File: src/rtl/alu_ctrl_exec.sv
// alu_ctrl_exec: EX-stage ALU with integrated ALU-control decode.
//
// Decodes ALUOp/Funct/Opcode using standard MIPS encodings, executes the
// operation on WIDTH-bit operands and returns a registered result through a
// valid/ready handshake on both sides.
//   R-type funct : SLL 00 SRL 02 JR 08 MUL 18 ADD 20 SUB 22 AND 24 OR 25
//                  XOR 26 NOR 27 SLT 2A
//   I-type opcode: REGIMM 01 (Rt 0 = BLTZ, Rt 1 = BGEZ) BEQ 04 BNE 05 BLEZ 06
//                  BGTZ 07 ADDI 08 SLTI 0A ANDI 0C ORI 0D XORI 0E LB 20 LH 21
//                  LW 23 SB 28 SH 29 SW 2B
//   Jump opcode  : J 02 JAL 03
// MUL uses a one-bit-per-cycle shift-add multiplier when MUL_ITERATIVE=1.
//
// Ports:
//   Clk, Rst (async active-low)         clock / reset
//   In_Valid, In_Ready                  input handshake
//   ALUOp, Funct, Opcode, Rt            decode fields
//   A, B, Shamt                         operands
//   Out_Valid, Out_Ready                output handshake
//   Result, Zero, BranchTaken, Illegal  registered result and flags
//   Busy                                iterative multiply in progress
module alu_ctrl_exec #(
  parameter int WIDTH         = 32,
  parameter int MUL_ITERATIVE = 1,
  parameter int SHW           = $clog2(WIDTH)
) (
  input  logic             Clk,
  input  logic             Rst,
  input  logic             In_Valid,
  output logic             In_Ready,
  input  logic [1:0]       ALUOp,
  input  logic [5:0]       Funct,
  input  logic [5:0]       Opcode,
  input  logic [4:0]       Rt,
  input  logic [WIDTH-1:0] A,
  input  logic [WIDTH-1:0] B,
  input  logic [SHW-1:0]   Shamt,
  output logic             Out_Valid,
  input  logic             Out_Ready,
  output logic [WIDTH-1:0] Result,
  output logic             Zero,
  output logic             BranchTaken,
  output logic             Illegal,
  output logic             Busy
);

  typedef enum logic [1:0] {S_IDLE = 2'd0, S_MUL = 2'd1, S_DONE = 2'd2} state_t;

  state_t             state_q, state_d;
  logic               out_valid_q, out_valid_d;
  logic [WIDTH-1:0]   result_q, result_d;
  logic               zero_q, zero_d;
  logic               taken_q, taken_d;
  logic               illegal_q, illegal_d;
  logic               busy_q, busy_d;
  logic [WIDTH-1:0]   mcand_q, mcand_d;
  logic [WIDTH-1:0]   mplier_q, mplier_d;
  logic [WIDTH-1:0]   acc_q, acc_d;
  logic [SHW-1:0]     cnt_q, cnt_d;

  logic [WIDTH-1:0]   dec_result_s;
  logic               dec_taken_s;
  logic               dec_illegal_s;
  logic               dec_mul_s;
  logic [WIDTH-1:0]   diff_s;
  logic [WIDTH-1:0]   mul_fast_s;
  logic               a_neg_s;
  logic               a_zero_s;
  logic               accept_s;

  assign diff_s     = A - B;
  assign mul_fast_s = A * B;
  assign a_neg_s    = A[WIDTH-1];
  assign a_zero_s   = (A == '0);

  // Holding a result that nobody consumes, or any multiply in flight, stalls upstream.
  assign In_Ready = Rst && (state_q == S_IDLE) && (!out_valid_q || Out_Ready);
  assign accept_s = In_Valid && In_Ready;

  // Operation decode and single-cycle datapath.
  always_comb begin
    dec_result_s  = '0;
    dec_taken_s   = 1'b0;
    dec_illegal_s = 1'b0;
    dec_mul_s     = 1'b0;
    case (ALUOp)
      2'b00: begin
        case (Funct)
          6'h20:   dec_result_s = A + B;
          6'h22:   dec_result_s = A - B;
          6'h24:   dec_result_s = A & B;
          6'h25:   dec_result_s = A | B;
          6'h26:   dec_result_s = A ^ B;
          6'h27:   dec_result_s = ~(A | B);
          6'h00:   dec_result_s = B << Shamt;
          6'h02:   dec_result_s = B >> Shamt;
          6'h2A:   dec_result_s = {{(WIDTH-1){1'b0}}, ($signed(A) < $signed(B))};
          6'h18: begin
            dec_mul_s    = 1'b1;
            dec_result_s = (MUL_ITERATIVE != 0) ? '0 : mul_fast_s;
          end
          6'h08: begin
            dec_result_s = A;
            dec_taken_s  = 1'b1;
          end
          default: dec_illegal_s = 1'b1;
        endcase
      end
      2'b01: begin
        case (Opcode)
          6'h08, 6'h20, 6'h21, 6'h23, 6'h28, 6'h29, 6'h2B: dec_result_s = A + B;
          6'h0C:   dec_result_s = A & B;
          6'h0D:   dec_result_s = A | B;
          6'h0E:   dec_result_s = A ^ B;
          6'h0A:   dec_result_s = {{(WIDTH-1){1'b0}}, ($signed(A) < $signed(B))};
          6'h04: begin
            dec_result_s = diff_s;
            dec_taken_s  = (A == B);
          end
          6'h05: begin
            dec_result_s = diff_s;
            dec_taken_s  = (A != B);
          end
          6'h06: begin
            dec_result_s = diff_s;
            dec_taken_s  = a_neg_s || a_zero_s;
          end
          6'h07: begin
            dec_result_s = diff_s;
            dec_taken_s  = !a_neg_s && !a_zero_s;
          end
          6'h01: begin
            // REGIMM: Rt picks the comparison; other Rt values are not recognised.
            if (Rt == 5'd0) begin
              dec_result_s = diff_s;
              dec_taken_s  = a_neg_s;
            end else if (Rt == 5'd1) begin
              dec_result_s = diff_s;
              dec_taken_s  = !a_neg_s;
            end else begin
              dec_illegal_s = 1'b1;
            end
          end
          default: dec_illegal_s = 1'b1;
        endcase
      end
      2'b10: begin
        case (Opcode)
          6'h02:   dec_taken_s = 1'b1;
          6'h03: begin
            dec_result_s = B;
            dec_taken_s  = 1'b1;
          end
          default: dec_illegal_s = 1'b1;
        endcase
      end
      default: dec_illegal_s = 1'b1;
    endcase
  end

  // Control FSM, handshake bookkeeping and shift-add multiplier step.
  always_comb begin
    state_d     = state_q;
    out_valid_d = out_valid_q && !Out_Ready;
    result_d    = result_q;
    zero_d      = zero_q;
    taken_d     = taken_q;
    illegal_d   = illegal_q;
    busy_d      = busy_q;
    mcand_d     = mcand_q;
    mplier_d    = mplier_q;
    acc_d       = acc_q;
    cnt_d       = cnt_q;
    case (state_q)
      S_IDLE: begin
        if (accept_s) begin
          if (dec_mul_s && (MUL_ITERATIVE != 0)) begin
            state_d  = S_MUL;
            mcand_d  = A;
            mplier_d = B;
            acc_d    = '0;
            cnt_d    = '0;
            busy_d   = 1'b1;
          end else begin
            out_valid_d = 1'b1;
            result_d    = dec_result_s;
            zero_d      = (dec_result_s == '0);
            taken_d     = dec_taken_s;
            illegal_d   = dec_illegal_s;
          end
        end else begin
          state_d = S_IDLE;
        end
      end
      S_MUL: begin
        if (mplier_q[0]) begin
          acc_d = acc_q + mcand_q;
        end else begin
          acc_d = acc_q;
        end
        mcand_d  = mcand_q << 1;
        mplier_d = mplier_q >> 1;
        cnt_d    = cnt_q + SHW'(1);
        // WIDTH is a power of two, so the all-ones count marks the last bit.
        if (cnt_q == {SHW{1'b1}}) begin
          state_d = S_DONE;
          busy_d  = 1'b0;
        end else begin
          state_d = S_MUL;
        end
      end
      S_DONE: begin
        // Any earlier result was consumed when the multiply was accepted.
        state_d     = S_IDLE;
        out_valid_d = 1'b1;
        result_d    = acc_q;
        zero_d      = (acc_q == '0);
        taken_d     = 1'b0;
        illegal_d   = 1'b0;
      end
      default: state_d = S_IDLE;
    endcase
  end

  // State and output registers.
  always_ff @(posedge Clk or negedge Rst) begin
    if (!Rst) begin
      state_q     <= S_IDLE;
      out_valid_q <= 1'b0;
      result_q    <= '0;
      zero_q      <= 1'b0;
      taken_q     <= 1'b0;
      illegal_q   <= 1'b0;
      busy_q      <= 1'b0;
      mcand_q     <= '0;
      mplier_q    <= '0;
      acc_q       <= '0;
      cnt_q       <= '0;
    end else begin
      state_q     <= state_d;
      out_valid_q <= out_valid_d;
      result_q    <= result_d;
      zero_q      <= zero_d;
      taken_q     <= taken_d;
      illegal_q   <= illegal_d;
      busy_q      <= busy_d;
      mcand_q     <= mcand_d;
      mplier_q    <= mplier_d;
      acc_q       <= acc_d;
      cnt_q       <= cnt_d;
    end
  end

  assign Out_Valid   = out_valid_q;
  assign Result      = result_q;
  assign Zero        = zero_q;
  assign BranchTaken = taken_q;
  assign Illegal     = illegal_q;
  assign Busy        = busy_q;

endmodule
File: config.mk
export PLATFORM = sky130hd
export DESIGN_NAME = alu_ctrl_exec
export DESIGN_NICKNAME = d
export VERILOG_FILES = /design/src/rtl/alu_ctrl_exec.sv
export SDC_FILE = /design/constraint.sdc
export NUM_CORES = 1
export LEC_CHECK = 0
export CELL_PAD_IN_SITES_DETAIL_PLACEMENT = 0
export CELL_PAD_IN_SITES_GLOBAL_PLACEMENT = 1
export CORE_MARGIN = 2
export CORE_UTILIZATION = 41
export CTS_CLUSTER_SIZE = 40
export DETAILED_ROUTE_END_ITERATION = 16
export PLACE_DENSITY_LB_ADDON = 0.1
export SETUP_SLACK_MARGIN = 0.02
export SYNTH_ARGS = -nofsm -noshare
export SYNTH_HDL_FRONTEND = slang
export SYNTH_SLANG_ARGS = --single-unit
export TNS_END_PERCENT = 20
File: constraint.sdc
create_clock -name Clk -period 3.3 [get_ports Clk]
set_input_delay 0.66 -clock Clk [delete_from_list [all_inputs] [get_ports Clk]]
set_output_delay 0.66 -clock Clk [all_outputs]
set_load 0.03 [all_outputs]
==> results.sh, run 1 <==
export IMPL_drtPass1Iterations=7
export IMPL_pwr_share_seq_pct=22.4
export IMPL_clkSinkCount=140
export IMPL_die_width_um=221.3
export IMPL_worst_setup_hold_path_clk_slew_ns=0.07
export IMPL_initial_utilization_pct=41.57
export IMPL_cp_end_kind="flip-flop"
export IMPL_regToRegEndpoint="acc_q[30]$_DFFE_PN0P_"
export IMPL_cp_start_kind="input port"
export IMPL_min_path_type="input port to async pin"
export IMPL_min_period_over_period_pct=112.6
export IMPL_worst_path_most_repeated_cell="sky130_fd_sc_hd__buf_4"
export IMPL_drv_cap=0
export IMPL_power_internal_uw=6481
export IMPL_detail_route_wl_per_cell_um=29.24
export IMPL_worstPathArrival_ns=4.13
export IMPL_ys_warn_count=0
export IMPL_syn_num_nets=2794
export IMPL_p_sw_uw=5510
export IMPL_synth_seq_cells=140
export IMPL_count_of_flip_flops_with_a_built_in_enable_after_synthesis=0
export IMPL_synth_seq_area_share_pct=18.10
export IMPL_dieArea_sq_um=48950
export IMPL_route_vias_total=27040
export IMPL_clockBufferDepth=2
export IMPL_ys_flop_type="sky130_fd_sc_hd__dfrtp_1"
export IMPL_synthDistinctLibCells=94
export IMPL_dpl_cell_count=4000
export IMPL_detail_route_antenna_nets=0
export IMPL_synthesis_area_sq_um=19350
export IMPL_power_frac_clock_pct=16.7
export IMPL_setup_violations_final=19
export IMPL_worst_path_buf_inv=5
export IMPL_num_io_pins=130
export IMPL_crit_reg2reg_launch="mcand_q[0]$_DFFE_PN0P_"
export IMPL_area_of_the_placeable_core_sq_um=46560
export IMPL_clock_tree_root_cell="sky130_fd_sc_hd__clkbuf_16"
export IMPL_dpl_hpwl_um=95690
export IMPL_post_dp_cell_area_sq_um=27920
export IMPL_vias_in_the_first_global_route=25900
export IMPL_timing_setup_critical_path_class="input port to flip-flop"
export IMPL_layout_drive_gt1_share_pct=41.23
export IMPL_gp_congestion=1.189
export IMPL_pre_cts_ws_ns=-1.773
export IMPL_peakVddDrop_mv=0.5505
export IMPL_drt_wl_total_um=119700
export IMPL_areaGrowthSynthToFinish_pct=58.69
export IMPL_antenna_violations_before_repair=2
export IMPL_fillers=4011
export IMPL_final_setup_worst_slack_ns=-0.4152
export IMPL_cts_hold_repair_buffers=0
export IMPL_die_y_um=221.3
export IMPL_floorplan_rows=79
export IMPL_synthArstFlopShare_pct=100.0
export IMPL_timing_critical_path_fanout_max=3
export IMPL_setup_reg_to_reg_worst_slack_ns=-0.07
export IMPL_fmaxAchievable_mhz=269.2
export IMPL_post_route_drc_count=0
export IMPL_number_of_instances_in_the_synthesized_netlist=2570
export IMPL_critical_path_cell_chain="buf_8, ha_4, fa_2, a211o_1, buf_4, buf_4, a21o_1, o31ai_1, buf_4, xnor2_1, o221ai_1, nand2_1, o2111ai_1, nor3_2, buf_4, and4_1, nand4_1, o21ai_1"
export IMPL_grt_overflow_total=0
export IMPL_report_final_slew_viol_count=0
export IMPL_areal_power_density_over_the_cells_nw_per_um2=390.5
export IMPL_grt_first_pass_wirelength_um=173100
export IMPL_grt_usage_pct=47.42
export IMPL_cts_h_tree_depth=4
export IMPL_result_of_the_run="complete, but fails checks"
export IMPL_crit_required_ns=3.72
export IMPL_rsz0062_at_grt="yes"
export IMPL_port_buffer_count=129
export IMPL_cts_tree="built"
export IMPL_failed_checks="negative setup slack"
export IMPL_first_iter_violations=4318
export IMPL_min_period_ns=3.715
export IMPL_maximum_number_of_pins_on_one_net_before_global_route_repair=141
export IMPL_tns_ns=-2.709
export IMPL_final_nets=3696
export IMPL_ff2ff_path_depth=15
export IMPL_power_combinational_fraction_pct=61.0
export IMPL_worst_skew_pair_late_latency_ns=0.49
export IMPL_cpMaxStageDelayCell="sky130_fd_sc_hd__a211o_1"
export IMPL_sw_frac_of_total_pct=45.95
export IMPL_finalHoldViolations=0
export IMPL_final_cells=4093
export IMPL_cts_made_buffers=17
export IMPL_post_route_cell_area_sq_um=30710
export IMPL_slew_headroom_pct=33.88
export IMPL_crit_path_max_incr_delay_ns=0.36
export IMPL_worst_slew_pin_transition_ns=0.9917
export IMPL_worst_clock_skew_ns=0.01465
export IMPL_mean_instance_size_in_the_synthesized_netlist_sq_um=7.530
export IMPL_cp_top_family="compound AO/OA/AOI/OAI gates"
export IMPL_p_leak_uw=0.01387
export IMPL_via_density_per_instance=6.606
-- routing by layer --
layer / vias up / global-route usage, % / share of wire [%]
met5: - / 0.09775 / 0
met4: 0 / 29.92 / 8.1
met3: 492 / 14.61 / 14
met2: 2072 / 67.18 / 40
met1: 12980 / 62.38 / 38
li1: 11490 / - / -
-- final cells by class --
class / count / area (sq um) / share of cell area (%)
Multi-Input combinational cell: 2096 / 16410 / 53.43
Timing Repair Buffer: 1105 / 9009 / 29.34
Sequential cell: 140 / 3503 / 11.41
Tap cell: 607 / 759.5 / 2.473
Inverter: 112 / 440.4 / 1.434
Clock buffer: 17 / 425.4 / 1.385
Clock inverter: 15 / 162.7 / 0.5297
Antenna cell: 1 / 2.502 / 0.008149
-- cells in the mapped netlist (10+ instances only) --
cell type / instances / area share (%)
sky130_fd_sc_hd__a22o_1: 20 / 0.91
sky130_fd_sc_hd__a211o_1: 11 / 0.50
sky130_fd_sc_hd__o211ai_1: 33 / 1.3
sky130_fd_sc_hd__xor2_1: 17 / 0.77
sky130_fd_sc_hd__nor4_1: 36 / 1.2
sky130_fd_sc_hd__a221oi_1: 41 / 1.9
sky130_fd_sc_hd__o21ai_0: 167 / 4.3
sky130_fd_sc_hd__o2111ai_1: 11 / 0.50
sky130_fd_sc_hd__nand3_1: 54 / 1.4
sky130_fd_sc_hd__a221o_1: 23 / 1.2
sky130_fd_sc_hd__xnor2_1: 70 / 3.2
sky130_fd_sc_hd__o31ai_1: 22 / 0.85
sky130_fd_sc_hd__inv_1: 110 / 2.1
sky130_fd_sc_hd__a21o_1: 31 / 1.2
sky130_fd_sc_hd__ha_1: 129 / 8.3
sky130_fd_sc_hd__dfrtp_1: 140 / 18
sky130_fd_sc_hd__a2111oi_0: 10 / 0.45
sky130_fd_sc_hd__o21bai_1: 19 / 0.74
sky130_fd_sc_hd__buf_1: 20 / 0.39
sky130_fd_sc_hd__o221ai_1: 13 / 0.59
sky130_fd_sc_hd__a21oi_1: 153 / 4.0
sky130_fd_sc_hd__nand2b_1: 26 / 0.84
sky130_fd_sc_hd__nand2_1: 289 / 5.6
sky130_fd_sc_hd__a22oi_1: 118 / 4.6
sky130_fd_sc_hd__mux2_2: 34 / 2.0
sky130_fd_sc_hd__nor2_1: 216 / 4.2
sky130_fd_sc_hd__mux4_2: 38 / 4.4
sky130_fd_sc_hd__nor3_1: 51 / 1.3
sky130_fd_sc_hd__and2_1: 16 / 0.52
sky130_fd_sc_hd__o21a_1: 20 / 0.78
sky130_fd_sc_hd__a222oi_1: 10 / 0.52
sky130_fd_sc_hd__mux2i_1: 62 / 3.2
sky130_fd_sc_hd__clkbuf_1: 177 / 3.4
sky130_fd_sc_hd__or2_2: 11 / 0.36
sky130_fd_sc_hd__o22ai_1: 46 / 1.5
sky130_fd_sc_hd__a211oi_1: 29 / 1.1
sky130_fd_sc_hd__or3_1: 15 / 0.48
sky130_fd_sc_hd__a31oi_1: 25 / 0.81
sky130_fd_sc_hd__and3_1: 27 / 0.87
sky130_fd_sc_hd__nand4_1: 26 / 0.84
sky130_fd_sc_hd__buf_2: 23 / 0.59
sky130_fd_sc_hd__nor2b_1: 20 / 0.65
-- cell families after synthesis --
family,share of synthesized area [%]
adders and majority gates,8.651
AOI/OAI and AO/OA,32.68
muxes,9.666
xor gates and xnor gates,3.937
buffers and inverters,6.685
and+or+nand+nor,20.28
DFF,18.10
-- layout by cell type (no fill, tap or decap), drive strengths merged, types with 38 or more instances in the layout --
master and count:
buf 1005, nand2 289, nor2 216, o21ai 171, a21oi 153, dfrtp 140
ha 129, inv 122, a22oi 118, xnor2 70, mux2i 62, clkdlybuf4s50 61
nand3 54, nor3 53, o22ai 46, a221oi 42, mux4 38
-- registers in the layout (all words and copies together) (netlist names) --
name,cells
Out_Valid,1
Illegal,1
Zero,1
acc_q,32
BranchTaken,1
Result,32
mplier_q,32
cnt_q,5
mcand_q,32
state_q,2
Busy,1
-- power by group through the flow --
stage	clock, uW	sequential [uW]	combinational (uW)
3_3_place_gp	0	2680	6350
5_1_grt	2070	2740	7730
4_1_cts	2010	2670	6870
2_1_floorplan	0	2660	3430
6_report	2000	2680	7310
3_5_place_dp	0	2700	6490
-- stage by stage --
step | power [uW] | utilization [%] | hold slack, ns
2_1_floorplan | 6094 | - | 0.3644
3_3_place_gp | 9030 | 59.97 | 0.4583
3_5_place_dp | 9187 | 59.97 | 0.4631
4_1_cts | 11540 | 64.69 | 0.3629
5_1_grt | 12540 | 65.96 | 0.3482
6_report | 11990 | 65.96 | 0.2490
-- worst max path at each step --
| stage | slack (ns) | start | cells after the start | to |
|---|---|---|---|---|
| 6_report | -0.42 | A[0] | 18 | Zero$_DFFE_PN0P_ |
| 5_1_grt | -0.54 | A[0] | 16 | Zero$_DFFE_PN0P_ |
| 4_1_cts | -0.30 | A[0] | 17 | Zero$_DFFE_PN0P_ |
| 3_5_place_dp | -1.77 | B[0] | 19 | Zero$_DFFE_PN0P_ |
| 3_3_place_gp | -1.65 | B[0] | 19 | Zero$_DFFE_PN0P_ |
| 2_1_floorplan | -0.45 | B[0] | 14 | Zero$_DFFE_PN0P_ |
-- repair_timing --
action | CTS | global route
cloned | 1 | 0
pin swaps | 110 | 77
endpoints found under the setup margin | 44 | 36
buffers inserted | 46 | 17
gates resized for setup | 450 | 144
No activity file was read; power rests on OpenSTA's default activity.
==> run 2, diff against run 1 <==
Settings changed: SLEW_MARGIN from default to 15.
==> results of run 2 <==
Final layout, timing and power as in run 1 (identical DEF).
